==> src/rtl/unified_memory_arbiter_if.sv <==
// Requester and backing-memory signal bundle for unified_memory_arbiter.
// slave = arbiter side, master = requesters plus memory model side.
interface unified_memory_arbiter_if #(
   parameter int unsigned ADDR_WIDTH = 32
);
   logic                  if_req;
   logic [ADDR_WIDTH-1:0] if_addr;
   logic                  if_done;
   logic [31:0]           if_rdata;
   logic                  if_err;

   logic                  dm_req;
   logic                  dm_we;
   logic [ADDR_WIDTH-1:0] dm_addr;
   logic [31:0]           dm_wdata;
   logic [3:0]            dm_wmask;
   logic                  dm_done;
   logic [31:0]           dm_rdata;
   logic                  dm_err;

   logic                  mem_req;
   logic                  mem_we;
   logic [ADDR_WIDTH-1:0] mem_addr;
   logic [31:0]           mem_wdata;
   logic [3:0]            mem_wmask;
   logic [31:0]           mem_rdata;
   logic                  mem_ack;

   modport slave (
      input  if_req, if_addr,
      output if_done, if_rdata, if_err,
      input  dm_req, dm_we, dm_addr, dm_wdata, dm_wmask,
      output dm_done, dm_rdata, dm_err,
      output mem_req, mem_we, mem_addr, mem_wdata, mem_wmask,
      input  mem_rdata, mem_ack
   );

   modport master (
      output if_req, if_addr,
      input  if_done, if_rdata, if_err,
      output dm_req, dm_we, dm_addr, dm_wdata, dm_wmask,
      input  dm_done, dm_rdata, dm_err,
      input  mem_req, mem_we, mem_addr, mem_wdata, mem_wmask,
      output mem_rdata, mem_ack
   );
endinterface

==> src/rtl/unified_memory_arbiter.sv <==
// Shares one single-port memory between instruction fetch and data access.
// Data has priority; fetch is forced after STARVE_LIMIT consecutive data grants.
module unified_memory_arbiter #(
   parameter int unsigned ADDR_WIDTH   = 32,
   parameter int unsigned STARVE_LIMIT = 4,
   parameter int unsigned TIMEOUT      = 255
) (
   input  logic                            clk,
   input  logic                            reset,
   unified_memory_arbiter_if.slave         bus,
   output logic                            busy
);
   localparam int unsigned STARVE_W = $clog2(STARVE_LIMIT + 1);
   localparam int unsigned TMO_W    = 8;

   typedef enum logic [1:0] {IDLE, BUSY_IF, BUSY_DM, RESP} state_e;

   state_e                state_q, state_d;
   logic [STARVE_W-1:0]   starve_q, starve_d;
   logic [TMO_W-1:0]      tmo_q, tmo_d;
   logic                  mem_req_q, mem_req_d;
   logic                  mem_we_q, mem_we_d;
   logic [ADDR_WIDTH-1:0] mem_addr_q, mem_addr_d;
   logic [31:0]           mem_wdata_q, mem_wdata_d;
   logic [3:0]            mem_wmask_q, mem_wmask_d;
   logic                  if_done_q, if_done_d, if_err_q, if_err_d;
   logic                  dm_done_q, dm_done_d, dm_err_q, dm_err_d;
   logic [31:0]           if_rdata_q, if_rdata_d, dm_rdata_q, dm_rdata_d;
   logic                  busy_q, busy_d;

   logic starved;
   logic tmo_hit;
   assign starved = bus.if_req && (starve_q == STARVE_W'(STARVE_LIMIT));
   assign tmo_hit = (tmo_q == TMO_W'(TIMEOUT - 1));

   always_comb begin
      state_d     = state_q;
      starve_d    = starve_q;
      tmo_d       = tmo_q;
      mem_req_d   = mem_req_q;
      mem_we_d    = mem_we_q;
      mem_addr_d  = mem_addr_q;
      mem_wdata_d = mem_wdata_q;
      mem_wmask_d = mem_wmask_q;
      if_done_d   = 1'b0;
      if_err_d    = 1'b0;
      dm_done_d   = 1'b0;
      dm_err_d    = 1'b0;
      if_rdata_d  = if_rdata_q;
      dm_rdata_d  = dm_rdata_q;

      case (state_q)
         IDLE: begin
            if (bus.dm_req && !starved) begin
               state_d     = BUSY_DM;
               mem_req_d   = 1'b1;
               mem_we_d    = bus.dm_we;
               mem_addr_d  = bus.dm_addr;
               mem_wdata_d = bus.dm_wdata;
               mem_wmask_d = bus.dm_we ? bus.dm_wmask : 4'b0000;
               tmo_d       = '0;
               if (!bus.if_req)
                  starve_d = '0;
               else if (starve_q != STARVE_W'(STARVE_LIMIT))
                  starve_d = starve_q + STARVE_W'(1);
            end else if (bus.if_req) begin
               state_d     = BUSY_IF;
               mem_req_d   = 1'b1;
               mem_we_d    = 1'b0;
               mem_addr_d  = bus.if_addr;
               mem_wdata_d = '0;
               mem_wmask_d = 4'b0000;
               tmo_d       = '0;
               starve_d    = '0;
            end
         end
         BUSY_IF, BUSY_DM: begin
            // Ack and timeout both complete the access; ack wins if both coincide.
            if (bus.mem_ack || tmo_hit) begin
               state_d   = RESP;
               mem_req_d = 1'b0;
               if (state_q == BUSY_IF) begin
                  if_done_d  = 1'b1;
                  if_err_d   = !bus.mem_ack;
                  if_rdata_d = bus.mem_ack ? bus.mem_rdata : 32'd0;
               end else begin
                  dm_done_d  = 1'b1;
                  dm_err_d   = !bus.mem_ack;
                  dm_rdata_d = bus.mem_ack ? bus.mem_rdata : 32'd0;
               end
            end else begin
               tmo_d = tmo_q + TMO_W'(1);
            end
         end
         RESP:    state_d = IDLE;
         default: state_d = IDLE;
      endcase

      busy_d = (state_d != IDLE);
   end

   always_ff @(posedge clk or negedge reset) begin
      if (!reset) begin
         state_q     <= IDLE;
         starve_q    <= '0;
         tmo_q       <= '0;
         mem_req_q   <= 1'b0;
         mem_we_q    <= 1'b0;
         mem_addr_q  <= '0;
         mem_wdata_q <= '0;
         mem_wmask_q <= '0;
         if_done_q   <= 1'b0;
         if_err_q    <= 1'b0;
         dm_done_q   <= 1'b0;
         dm_err_q    <= 1'b0;
         if_rdata_q  <= '0;
         dm_rdata_q  <= '0;
         busy_q      <= 1'b0;
      end else begin
         state_q     <= state_d;
         starve_q    <= starve_d;
         tmo_q       <= tmo_d;
         mem_req_q   <= mem_req_d;
         mem_we_q    <= mem_we_d;
         mem_addr_q  <= mem_addr_d;
         mem_wdata_q <= mem_wdata_d;
         mem_wmask_q <= mem_wmask_d;
         if_done_q   <= if_done_d;
         if_err_q    <= if_err_d;
         dm_done_q   <= dm_done_d;
         dm_err_q    <= dm_err_d;
         if_rdata_q  <= if_rdata_d;
         dm_rdata_q  <= dm_rdata_d;
         busy_q      <= busy_d;
      end
   end

   assign bus.mem_req   = mem_req_q;
   assign bus.mem_we    = mem_we_q;
   assign bus.mem_addr  = mem_addr_q;
   assign bus.mem_wdata = mem_wdata_q;
   assign bus.mem_wmask = mem_wmask_q;
   assign bus.if_done   = if_done_q;
   assign bus.if_err    = if_err_q;
   assign bus.if_rdata  = if_rdata_q;
   assign bus.dm_done   = dm_done_q;
   assign bus.dm_err    = dm_err_q;
   assign bus.dm_rdata  = dm_rdata_q;
   assign busy          = busy_q;
endmodule

==> src/flat_wrapper.sv <==
// flat-port wrapper written by rule: the top's interface ports become plain ports
module unified_memory_arbiter_flat 
#(
   parameter int unsigned ADDR_WIDTH   = 32,
   parameter int unsigned STARVE_LIMIT = 4,
   parameter int unsigned TIMEOUT      = 255
)
  (clk, reset, busy, bus_if_req, bus_if_addr, bus_if_done, bus_if_rdata, bus_if_err, bus_dm_req, bus_dm_we, bus_dm_addr, bus_dm_wdata, bus_dm_wmask, bus_dm_done, bus_dm_rdata, bus_dm_err, bus_mem_req, bus_mem_we, bus_mem_addr, bus_mem_wdata, bus_mem_wmask, bus_mem_rdata, bus_mem_ack);
  unified_memory_arbiter_if #(.ADDR_WIDTH(ADDR_WIDTH)) bus_i ();
  input  logic clk;
  input  logic reset;
  output logic busy;
  input wire logic [$bits(bus_i.if_req)-1:0] bus_if_req;
  input wire logic [$bits(bus_i.if_addr)-1:0] bus_if_addr;
  output wire logic [$bits(bus_i.if_done)-1:0] bus_if_done;
  output wire logic [$bits(bus_i.if_rdata)-1:0] bus_if_rdata;
  output wire logic [$bits(bus_i.if_err)-1:0] bus_if_err;
  input wire logic [$bits(bus_i.dm_req)-1:0] bus_dm_req;
  input wire logic [$bits(bus_i.dm_we)-1:0] bus_dm_we;
  input wire logic [$bits(bus_i.dm_addr)-1:0] bus_dm_addr;
  input wire logic [$bits(bus_i.dm_wdata)-1:0] bus_dm_wdata;
  input wire logic [$bits(bus_i.dm_wmask)-1:0] bus_dm_wmask;
  output wire logic [$bits(bus_i.dm_done)-1:0] bus_dm_done;
  output wire logic [$bits(bus_i.dm_rdata)-1:0] bus_dm_rdata;
  output wire logic [$bits(bus_i.dm_err)-1:0] bus_dm_err;
  output wire logic [$bits(bus_i.mem_req)-1:0] bus_mem_req;
  output wire logic [$bits(bus_i.mem_we)-1:0] bus_mem_we;
  output wire logic [$bits(bus_i.mem_addr)-1:0] bus_mem_addr;
  output wire logic [$bits(bus_i.mem_wdata)-1:0] bus_mem_wdata;
  output wire logic [$bits(bus_i.mem_wmask)-1:0] bus_mem_wmask;
  input wire logic [$bits(bus_i.mem_rdata)-1:0] bus_mem_rdata;
  input wire logic [$bits(bus_i.mem_ack)-1:0] bus_mem_ack;
  assign bus_i.if_req = bus_if_req;
  assign bus_i.if_addr = bus_if_addr;
  assign bus_if_done = bus_i.if_done;
  assign bus_if_rdata = bus_i.if_rdata;
  assign bus_if_err = bus_i.if_err;
  assign bus_i.dm_req = bus_dm_req;
  assign bus_i.dm_we = bus_dm_we;
  assign bus_i.dm_addr = bus_dm_addr;
  assign bus_i.dm_wdata = bus_dm_wdata;
  assign bus_i.dm_wmask = bus_dm_wmask;
  assign bus_dm_done = bus_i.dm_done;
  assign bus_dm_rdata = bus_i.dm_rdata;
  assign bus_dm_err = bus_i.dm_err;
  assign bus_mem_req = bus_i.mem_req;
  assign bus_mem_we = bus_i.mem_we;
  assign bus_mem_addr = bus_i.mem_addr;
  assign bus_mem_wdata = bus_i.mem_wdata;
  assign bus_mem_wmask = bus_i.mem_wmask;
  assign bus_i.mem_rdata = bus_mem_rdata;
  assign bus_i.mem_ack = bus_mem_ack;
  unified_memory_arbiter #(.ADDR_WIDTH(ADDR_WIDTH), .STARVE_LIMIT(STARVE_LIMIT), .TIMEOUT(TIMEOUT)) u_core (.clk(clk), .reset(reset), .bus(bus_i), .busy(busy));
endmodule
==> config.mk <==
export PLATFORM = sky130hd
export DESIGN_NAME = unified_memory_arbiter_flat
export DESIGN_NICKNAME = d
export VERILOG_FILES = /design/src/rtl/unified_memory_arbiter_if.sv /design/src/rtl/unified_memory_arbiter.sv /design/src/flat_wrapper.sv
export SDC_FILE = /design/constraint.sdc
export NUM_CORES = 1
export LEC_CHECK = 0
export BUFFER_PORTS_ARGS = -buffer_cell sky130_fd_sc_hd__buf_2
export CORE_MARGIN = 5
export CORE_UTILIZATION = 25
export DETAILED_ROUTE_END_ITERATION = 12
export GPL_ROUTABILITY_DRIVEN = 0
export SLEW_MARGIN = 10
export SYNTH_ARGS = -nofsm -noshare
export SYNTH_HDL_FRONTEND = slang
export SYNTH_SLANG_ARGS = --single-unit
==> constraint.sdc <==
create_clock -name clk -period 1.9 [get_ports clk]
set_input_delay 0.38 -clock clk [delete_from_list [all_inputs] [get_ports clk]]
set_output_delay 0.38 -clock clk [all_outputs]
set_load 0.005 [all_outputs]
==> metrics.cfg, run 1 <==
[synth]
synth_edf_count=0
synth-async-reset-ratio=1.00
synth_fp_nets=739
syn_area_per_cell_um2=10.7
synth_area_mm2=0.00633
synth_seq_cells=152
netlist_instances=593
yosysSeqAreaShare=0.601
yosysWarnings=0
synth_ff_type=dfrtp_1
synth_cell_type_count=40

[cts]
cts_tree=done
numCtsBuffers=17
cts.clk_slew.worst_paths_ps=70
clkLatencyLatePin_ps=420
post_cts_buffers=0
cts.sinks=152
clock_path_buffers=2
htreeDepth=4
cts_root_buf=clkbuf_16

[sta]
drv_slew=0
skew_ps=13.7
holdWs_ps=191
slew_headroom=0.553
worst_slew_pin_slew_ps=670
post-route-min-period_ps=1790
fmax_mhz=559
fin_crit_sh=0.942
finalWorstSetupSlack_ps=110
hold_viol=0
rsz0062_at_grt=yes
setup_viol=0

[global_routing]
antenna_found_initial=2
grt_start_max_net_pins=66
grt_pass1_wl_um=30400
grt-ovfl-total=0
grt_usage=0.132
grt_pass1_vias=5556

[die]
io-pin-count=277
die_h_um=169
dieArea_mm2=0.0286
fp.coreArea_mm2=0.0250
initial_core_util=0.253
std_cell_rows=58
die_w_um=169

[cells_and_area]
final_cell_mix=buf_2, dfrtp_1, nand2_1
nFillCells=2562
final_nets=1004
post-route-util=0.351
antennaDiodeCount=0
drive_gt1_frac=0.393
area_delta_synth_final_pct=38.9
final_common_cell=buf_2

[drt]
via_count=5572
drt-initial-drc-count=362
firstDrtPassIters=4
post_drt_wl_per_cell_um=16.0
drc=0
routed_wl_um=19200
via_per_inst=4.64
detail-route-antenna-nets=0

[place]
hpwl_um=13600
place_ws_ps=120
portBuffers=276

[worst_setup_path]
worst_setup_path_end_kind=register
worstRegToRegCells=6
endpoint=u_core.bus.if_rdata[23]
path_max_fanout=34
crit_start=u_core.tmo_q[0]
r2r_setup_slack_ps=110
critPathRequiredTime_ps=2200
path_class=reg -> reg
crit_arrival_ps=2090
start_kind=register
reg2reg_from=u_core.tmo_q[0]
regToRegEndpoint=u_core.bus.if_rdata[23]

[run_status]
status=finished clean

[min_path]
whs_path_depth=3
min_path_type=in -> reg

[flow_run]
maxCapViolations=0

[pwr]
irDropWorstVdd_mv=0.695
p_leak_nw=4.32
powerDensity_mw_per_mm2=1660

synth_stat cells (2+ instances only):
cell,number,share of area
dfrtp_1,152,0.60
nand2_1,150,0.089
a32o_1,65,0.10
o21ai_0,45,0.036
nor2_1,39,0.023
a31oi_1,34,0.034
clkbuf_1,21,0.012
buf_2,18,0.014
ha_1,8,0.016
inv_1,7,0.0042
buf_6,6,0.011
nand3_1,6,0.0047
buf_1,5,0.0030
a21oi_1,3,0.0024
mux2i_1,3,0.0047
a21o_1,2,0.0024
a2bb2oi_1,2,0.0028
nand2_4,2,0.0036
nor2b_1,2,0.0020
nor3_1,2,0.0016
nor3b_1,2,0.0024
critical path, stage by stage (launching register included):
cell	delay (ps)
dfrtp_1	410
inv_1	70
ha_1	130
nand3_1	140
o21bai_4	290
nand2_4	300
a32o_1	320
sequential cells by signal (all words and copies together) (netlist names), 2 cells and up:
| register | flops |
|---|---|
| u_core.bus.dm_rdata | 32 |
| u_core.starve_q | 3 |
| u_core.bus.if_rdata | 32 |
| u_core.bus.mem_wdata | 32 |
| u_core.state_q | 2 |
| u_core.bus.mem_wmask | 4 |
| u_core.tmo_q | 8 |
| u_core.bus.mem_addr | 32 |
metal layers:
layer | vias up | global-route usage | share of wire
met5 | - | 0 | 0.0011
met4 | 4 | 0.0364 | 0.012
met3 | 15 | 0.0453 | 0.092
met2 | 241 | 0.218 | 0.47
met1 | 2665 | 0.166 | 0.43
li1 | 2647 | - | -
how the worst min path moves through the flow:
stage | from | end | slack [ps]
final | bus_dm_wdata[14] | u_core.bus.mem_wdata[14] | 190
after CTS | bus_dm_wdata[10] | u_core.bus.mem_wdata[10] | 170
after detailed placement | reset | u_core.bus.if_rdata[11] | 310
after floorplan | reset | u_core.bus.dm_done | 80
after global routing | bus_if_addr[18] | u_core.bus.mem_addr[18] | 180
after global placement | reset | u_core.bus.if_rdata[11] | 310
where the power goes:
group          switching, mW  internal (mW)
logic                   2.84           2.57
clock network           1.50           2.17
registers              0.811           4.72
cell families after synthesis:
family,share of synthesized area
mux,0.00653
flops,0.601
fa+ha+maj,0.0158
buf+inv,0.0445
compound gates,0.197
simple gates,0.135
cell type report:
cell class	instances	area [um2]	share of cell area
inverter	7	26.3	0.00299
sequential	152	3800	0.433
tap	330	413	0.0470
clock inverter	14	194	0.0221
multi-input combinational	384	2270	0.259
clock buffer	18	439	0.0500
timing repair buffer	296	1640	0.187
what timing repair did:
action	CTS	global route
endpoints found under the hold margin	30	0
hold buffers	1	0
resized for setup	0	4
endpoints found under the setup margin	0	15
stage by stage:
step / instances / setup TNS (ps) / instance area [um2] / total power [mW]
detailed placement: 1168 / 0 / 8140 / 11.1
finish: 1201 / 0 / 8790 / 14.6
global placement: 1168 / 0 / 8140 / 11.0
CTS: 1201 / 0 / 8780 / 14.8
floorplan: 593 / 0 / 6330 / 8.37
global route: 1201 / -60.7 / 8790 / 15.7
No activity file was read; power rests on OpenSTA's default activity.
==> run 2: changes to the inputs <==
--- a/config.mk
+++ b/config.mk
@@ -7,9 +7,11 @@
 export LEC_CHECK = 0
 export BUFFER_PORTS_ARGS = -buffer_cell sky130_fd_sc_hd__buf_2
 export CORE_MARGIN = 5
-export CORE_UTILIZATION = 25
+export CORE_UTILIZATION = 43
 export DETAILED_ROUTE_END_ITERATION = 12
 export GPL_ROUTABILITY_DRIVEN = 0
+export PLACE_DENSITY = 0.7
+export RECOVER_POWER = 100
 export SLEW_MARGIN = 10
 export SYNTH_ARGS = -nofsm -noshare
 export SYNTH_HDL_FRONTEND = slang
==> metrics.cfg, run 2 (same netlist as run 1, synthesis figures left out) <==
[global_routing]
antenna_found_initial=1  ; -1
grt_pass1_vias=5500  ; -1.0%
grt_pass1_wl_um=29200  ; -4.1%
grt_start_max_net_pins=65  ; -1.5%
grt_usage=0.206  ; +0.0741
grt-ovfl-total=0  ; unchanged

[run_status]
status=finished clean

[place]
hpwl_um=12900  ; -5.1%
placed_cells=1020  ; -13%
portBuffers=276  ; unchanged

[cells_and_area]
nFillCells=1329  ; -48%
antennaDiodeCount=0  ; unchanged
final_cell_mix=buf_2, dfrtp_1, nand2_1
final_nets=1002  ; -0.20%
area_delta_synth_final_pct=31.7
final_common_cell=buf_2
final_cells=1052  ; -12%
drive_gt1_frac=0.267  ; -0.125

[die]
die_w_um=131  ; -22%
fp.coreArea_mm2=0.0145  ; -42%
initial_core_util=0.437  ; +0.184
die_h_um=131  ; -22%
std_cell_rows=44  ; -24%
dieArea_mm2=0.0172  ; -40%
io-pin-count=277  ; unchanged

[worst_setup_path]
critPathSlowestCell=dfrtp_1
worstRegToRegCells=6  ; unchanged
critPathRequiredTime_ps=2230  ; +30 ps
reg2reg_from=u_core.state_q[0]
crit_chain=inv_1 > ha_2 > or3b_4 > o21ai_0 > a21o_1 > a2bb2oi_1
regToRegEndpoint=u_core.tmo_q[4]
r2r_setup_slack_ps=100  ; about the same
crit_arrival_ps=2130  ; +40 ps
max_stage_delay_ps=400  ; about the same
worst_setup_path_end_kind=register
start_kind=register
path_max_fanout=6  ; -82%
path_class=reg -> reg

[sta]
fmax_mhz=555  ; -0.64%
rsz0062_at_grt=yes
worst_slew_pin_slew_ps=1100  ; +433 ps
drv_slew=0  ; unchanged
fin_crit_sh=0.948  ; +0.00611
post-route-min-period_ps=1800  ; +11.6 ps
hold_viol=0  ; unchanged
skew_ps=7.15  ; -6.51 ps
finalSetupTns_ps=0  ; unchanged
slew_headroom=0.265  ; -0.289
setup_viol=0  ; unchanged

[drt]
firstDrtPassIters=5  ; +1
via_per_inst=5.30  ; +14%
drc=0  ; unchanged
via_count=5580  ; +0.14%
drt-initial-drc-count=345  ; -4.7%
detail-route-antenna-nets=0  ; unchanged
post_drt_wl_per_cell_um=17.3  ; +8.0%
routed_wl_um=18200  ; -5.4%

[min_path]
holdPathEnd=u_core.bus.mem_wdata[0]
hp-start=bus_dm_wdata[0]
whs_path_depth=3  ; unchanged
min_path_type=in -> reg

[cts]
clkLatencyLatePin_ps=420  ; about the same
clock_path_buffers=2  ; unchanged
htreeDepth=4  ; unchanged
cts_tree=done
numCtsBuffers=17  ; unchanged
cts_root_buf=clkbuf_16
cts.clk_slew.worst_paths_ps=60  ; about the same
cts.sinks=152  ; unchanged

[flow_run]
maxCapViolations=0  ; unchanged

[pwr]
powerDensity_mw_per_mm2=1650  ; -0.58%
irDropWorstVdd_mv=0.892  ; +28%
p_leak_nw=3.91  ; -9.4%

==> run 2: changes by cell type in the layout (fill, tap and decap cells not counted), moves of 2 or more <==
cell and delta:
clkbuf_1 +105, buf_2 -101, buf_4 -5, inv_6 -5
clkinv_2 +4, inv_8 -3, buf_12 -2, buf_6 +2
bufinv_16 -2, clkinvlp_4 +2
==> run 2: stage by stage <==
stage	setup slack, ps	power (mW)	hold WS (ps)	cell area, um2	utilization
2_1_floorplan	201	8.37	84.4	6330	-
3_3_place_gp	180	10.9	358	7940	0.549
3_5_place_dp	124	11.0	360	7940	0.549
4_1_cts	117	14.1	183	8490	0.586
5_1_grt	-2.95	14.8	183	8340	0.576
6_report	98.0	13.8	193	8340	0.576
==> run 2: worst max-delay path by stage <==
| stage | startpoint | end | slack (ps) | depth (start not counted) |
|---|---|---|---|---|
| detailed placement | u_core.tmo_q[0] | u_core.bus.if_rdata[6] | 120 | 6 |
| global route | u_core.tmo_q[0] | u_core.bus.if_rdata[6] | -3 | 6 |
| floorplan | u_core.state_q[0] | u_core.tmo_q[3] | 200 | 6 |
| global placement | bus_mem_ack | u_core.bus.if_rdata[17] | 180 | 4 |
| CTS | u_core.tmo_q[0] | u_core.bus.if_rdata[6] | 120 | 6 |
| finish | u_core.state_q[0] | u_core.tmo_q[4] | 100 | 6 |
==> run 2: cell type report <==
cell class	instances	area [um2]	share of cell area
clock inverters	11	100	0.0120
inverters	7	26.3	0.00315
flip-flops and latches	152	3800	0.456
clock buffers	20	437	0.0524
repair buffers	294	1480	0.177
well taps	184	230	0.0276
multi-input cells	384	2260	0.272
==> run 2: power breakdown <==
part | internal, mW | total (mW) | switching (mW)
combinational | 2.26 | 5.09 | 2.83
clock | 1.79 | 3.10 | 1.31
sequential | 4.73 | 5.57 | 0.843
==> run 2: critical path, delay by kind of cell (launching register included) <==
| family | cells | cell delay, ps |
|---|---|---|
| compound gates | 3 | 600 |
| flops | 1 | 400 |
| simple gates | 1 | 390 |
| fa+ha+maj | 1 | 190 |
| buf+inv | 1 | 130 |
==> run 2: timing repair <==
item	in CTS	in global routing
buffers inserted	0	0
resized for setup	0	2
endpoints found under the hold margin	44	0
setup endpoints to repair	0	4
hold buffers	1	0
==> run 2: routing by layer <==
metal | track usage | vias up | routed length [um] | part of all wire
met3 | 0.0837 | 24 | 1810 | 0.10
met5 | 0 | - | 13 | 0.00072
met1 | 0.266 | 2656 | 7600 | 0.42
met2 | 0.322 | 258 | 8410 | 0.46
met4 | 0.0629 | 2 | 316 | 0.017
li1 | - | 2640 | - | -
==> run 3: changes to the inputs <==
==> constraint.sdc (replaced) <==
create_clock -name clk -period 1.9 [get_ports clk]
set_input_delay 0 -clock clk [delete_from_list [all_inputs] [get_ports clk]]
set_output_delay 0 -clock clk [all_outputs]
set_load 0.005 [all_outputs]
==> metrics.cfg, run 3 (same netlist as run 1, synthesis figures left out) <==
[run_status]
status=finished clean

[drt]
drc=0  ; unchanged
post_drt_wl_per_cell_um=18.5  ; +7.0%
firstDrtPassIters=4  ; -1
detail-route-antenna-nets=0  ; unchanged
via_count=6505  ; +17%
via_per_inst=5.45  ; +2.8%
routed_wl_um=22000  ; +21%
drt-initial-drc-count=354  ; +2.6%

[cells_and_area]
final_cells=1193  ; +13%
final_common_cell=buf_2
final_nets=1139  ; +14%
final_cell_mix=buf_2, dfrtp_1, nand2_1
drive_gt1_frac=0.221  ; -0.0466
area_delta_synth_final_pct=53.9

[global_routing]
grt_usage=0.250  ; +0.0433
grt-ovfl-total=0  ; unchanged
grt_pass1_wl_um=35300  ; +21%
grt_start_max_net_pins=65  ; unchanged
grt_pass1_vias=6558  ; +19%
antenna_found_initial=3  ; +2

[pwr]
swShare=0.367  ; +0.00548
clkPwrFrac=0.234  ; +0.009
p_int_mw=9.18  ; +4.5%
irDropWorstVdd_mv=0.767  ; -14%
switchingPower_mw=5.32  ; +7.0%
power_frac_comb=0.379  ; +0.009
p_leak_nw=4.46  ; +14%
seq_power_share=0.387  ; -0.018
powerDensity_mw_per_mm2=1490  ; -9.8%

[sta]
hold_viol=0  ; unchanged
finalWorstSetupSlack_ps=129  ; +31.3 ps
slew_headroom=0.0125  ; -0.252
worst_slew_pin_slew_ps=1480  ; +378 ps
skew_ps=9.97  ; +2.82 ps
post-route-min-period_ps=1770  ; -31.3 ps
rsz0062_at_grt=no
finalSetupTns_ps=0  ; unchanged
drv_slew=0  ; unchanged
fmax_mhz=565  ; +1.8%
fin_crit_sh=0.932  ; -0.0165
setup_viol=0  ; unchanged

[worst_setup_path]
path_max_fanout=32  ; +26
critPathRequiredTime_ps=2230  ; about the same
cp_top_family=simple AND/OR/NAND/NOR gates
worst_setup_path_end_kind=register
critical_path_buf_inv_count=2  ; +1
critPathSlowestCell=dfrtp_1
start_kind=register
crit_chain=inv_1 > ha_1 > nand3_1 > and2_0 > buf_12 > nand2_1 > a31oi_1
max_stage_delay_ps=390  ; about the same
path_class=reg -> reg
crit_arrival_ps=2100  ; -30 ps

[cts]
htreeDepth=4  ; unchanged
numCtsBuffers=17  ; unchanged
clock_path_buffers=2  ; unchanged
cts.sinks=152  ; unchanged
cts_root_buf=clkbuf_16
post_cts_buffers=0  ; unchanged
cts.clk_slew.worst_paths_ps=60  ; about the same
cts_tree=done
clkLatencyLatePin_ps=420  ; about the same

[die]
dieArea_mm2=0.0172  ; unchanged
io-pin-count=277  ; unchanged
die_w_um=131  ; unchanged
fp.coreArea_mm2=0.0145  ; unchanged
std_cell_rows=44  ; unchanged
initial_core_util=0.437  ; unchanged
die_h_um=131  ; unchanged

[place]
hpwl_um=13100  ; +1.1%
portBuffers=276  ; unchanged
placed_cells=1021  ; +0.098%
place_ws_ps=98.5  ; -25.9 ps

[flow_run]
maxCapViolations=0  ; unchanged

[min_path]
min_path_type=in -> reg

-- run 3: cell types whose count changed in the layout (fill, tap and decap cells not counted), moves of 2 or more --
| cell | change |
|---|---|
| buf_6 | -2 |
| inv_6 | +2 |
| clkbuf_1 | +12 |
| clkbuf_8 | +2 |
| buf_4 | +4 |
| diode_2 | +3 |
| clkinv_2 | -3 |
| buf_2 | -12 |
| dlygate4sd3_1 | +135 |
-- run 3: power groups by stage --
stage / Combinational, mW / Sequential [mW] / Clock (mW)
detailed placement: 5.45 / 5.55 / 0
floorplan: 2.72 / 5.66 / 0
finish: 5.50 / 5.61 / 3.40
global route: 6.08 / 5.76 / 3.60
CTS: 5.66 / 5.51 / 3.45
global placement: 5.35 / 5.53 / 0
-- run 3: final cells by class --
class / count / area [um2]
Clock buffer: 21 / 460
Inverter: 7 / 26.3
Sequential cell: 152 / 3800
Antenna cell: 3 / 7.51
Fill cell: 1081 / 4740
Timing Repair Buffer: 430 / 2810
Multi-Input combinational cell: 385 / 2270
Clock inverter: 11 / 135
Tap cell: 184 / 230
-- run 3: metal layers --
layer	GRT usage	routed length, um
met5	0	0
met4	0.130	994
met3	0.0799	1970
met2	0.390	10400
met1	0.312	8640
-- run 3: worst reg2reg max path: stages, from the launching register on --
cell and delay (ps):
dfrtp_1 390, inv_1 60, ha_1 200, nand3_1 110, and2_0 340, buf_12 240, nand2_1 120, a31oi_1 220
-- run 3: worst paths after layout --
path                                          start                        to  slack, ps  depth (start not counted)
hold reg to reg            u_core.bus.mem_wdata[17]  u_core.bus.mem_wdata[17]        480                          2
setup / recovery                 u_core.starve_q[0]    u_core.bus.mem_addr[9]        130                          7
max in group asynchronous                     reset    u_core.bus.if_rdata[0]        370                          3
hold / removal                           bus_dm_req         u_core.state_q[0]         80                          4
min in group asynchronous                     reset    u_core.bus.dm_rdata[1]        480                          2
setup reg to reg                 u_core.starve_q[0]    u_core.bus.mem_addr[9]        130                          7
-- run 3: repair_timing --
| item | in CTS | in global routing |
|---|---|---|
| endpoints found under the hold margin | 198 | 0 |
| resized for setup | 0 | 2 |
| hold buffers | 136 | 0 |
| setup endpoints to repair | 0 | 13 |
-- run 3: stage by stage --
stage               cell area [um2]  hold slack, ps   util  power, mW
floorplan                      6330            -296      -       8.37
global placement               7930            36.1  0.547       10.9
detailed placement             7930            37.9  0.547       11.0
CTS                            9880            39.8  0.683       14.6
global route                   9740            95.3  0.673       15.4
finish                         9740            75.2  0.673       14.5
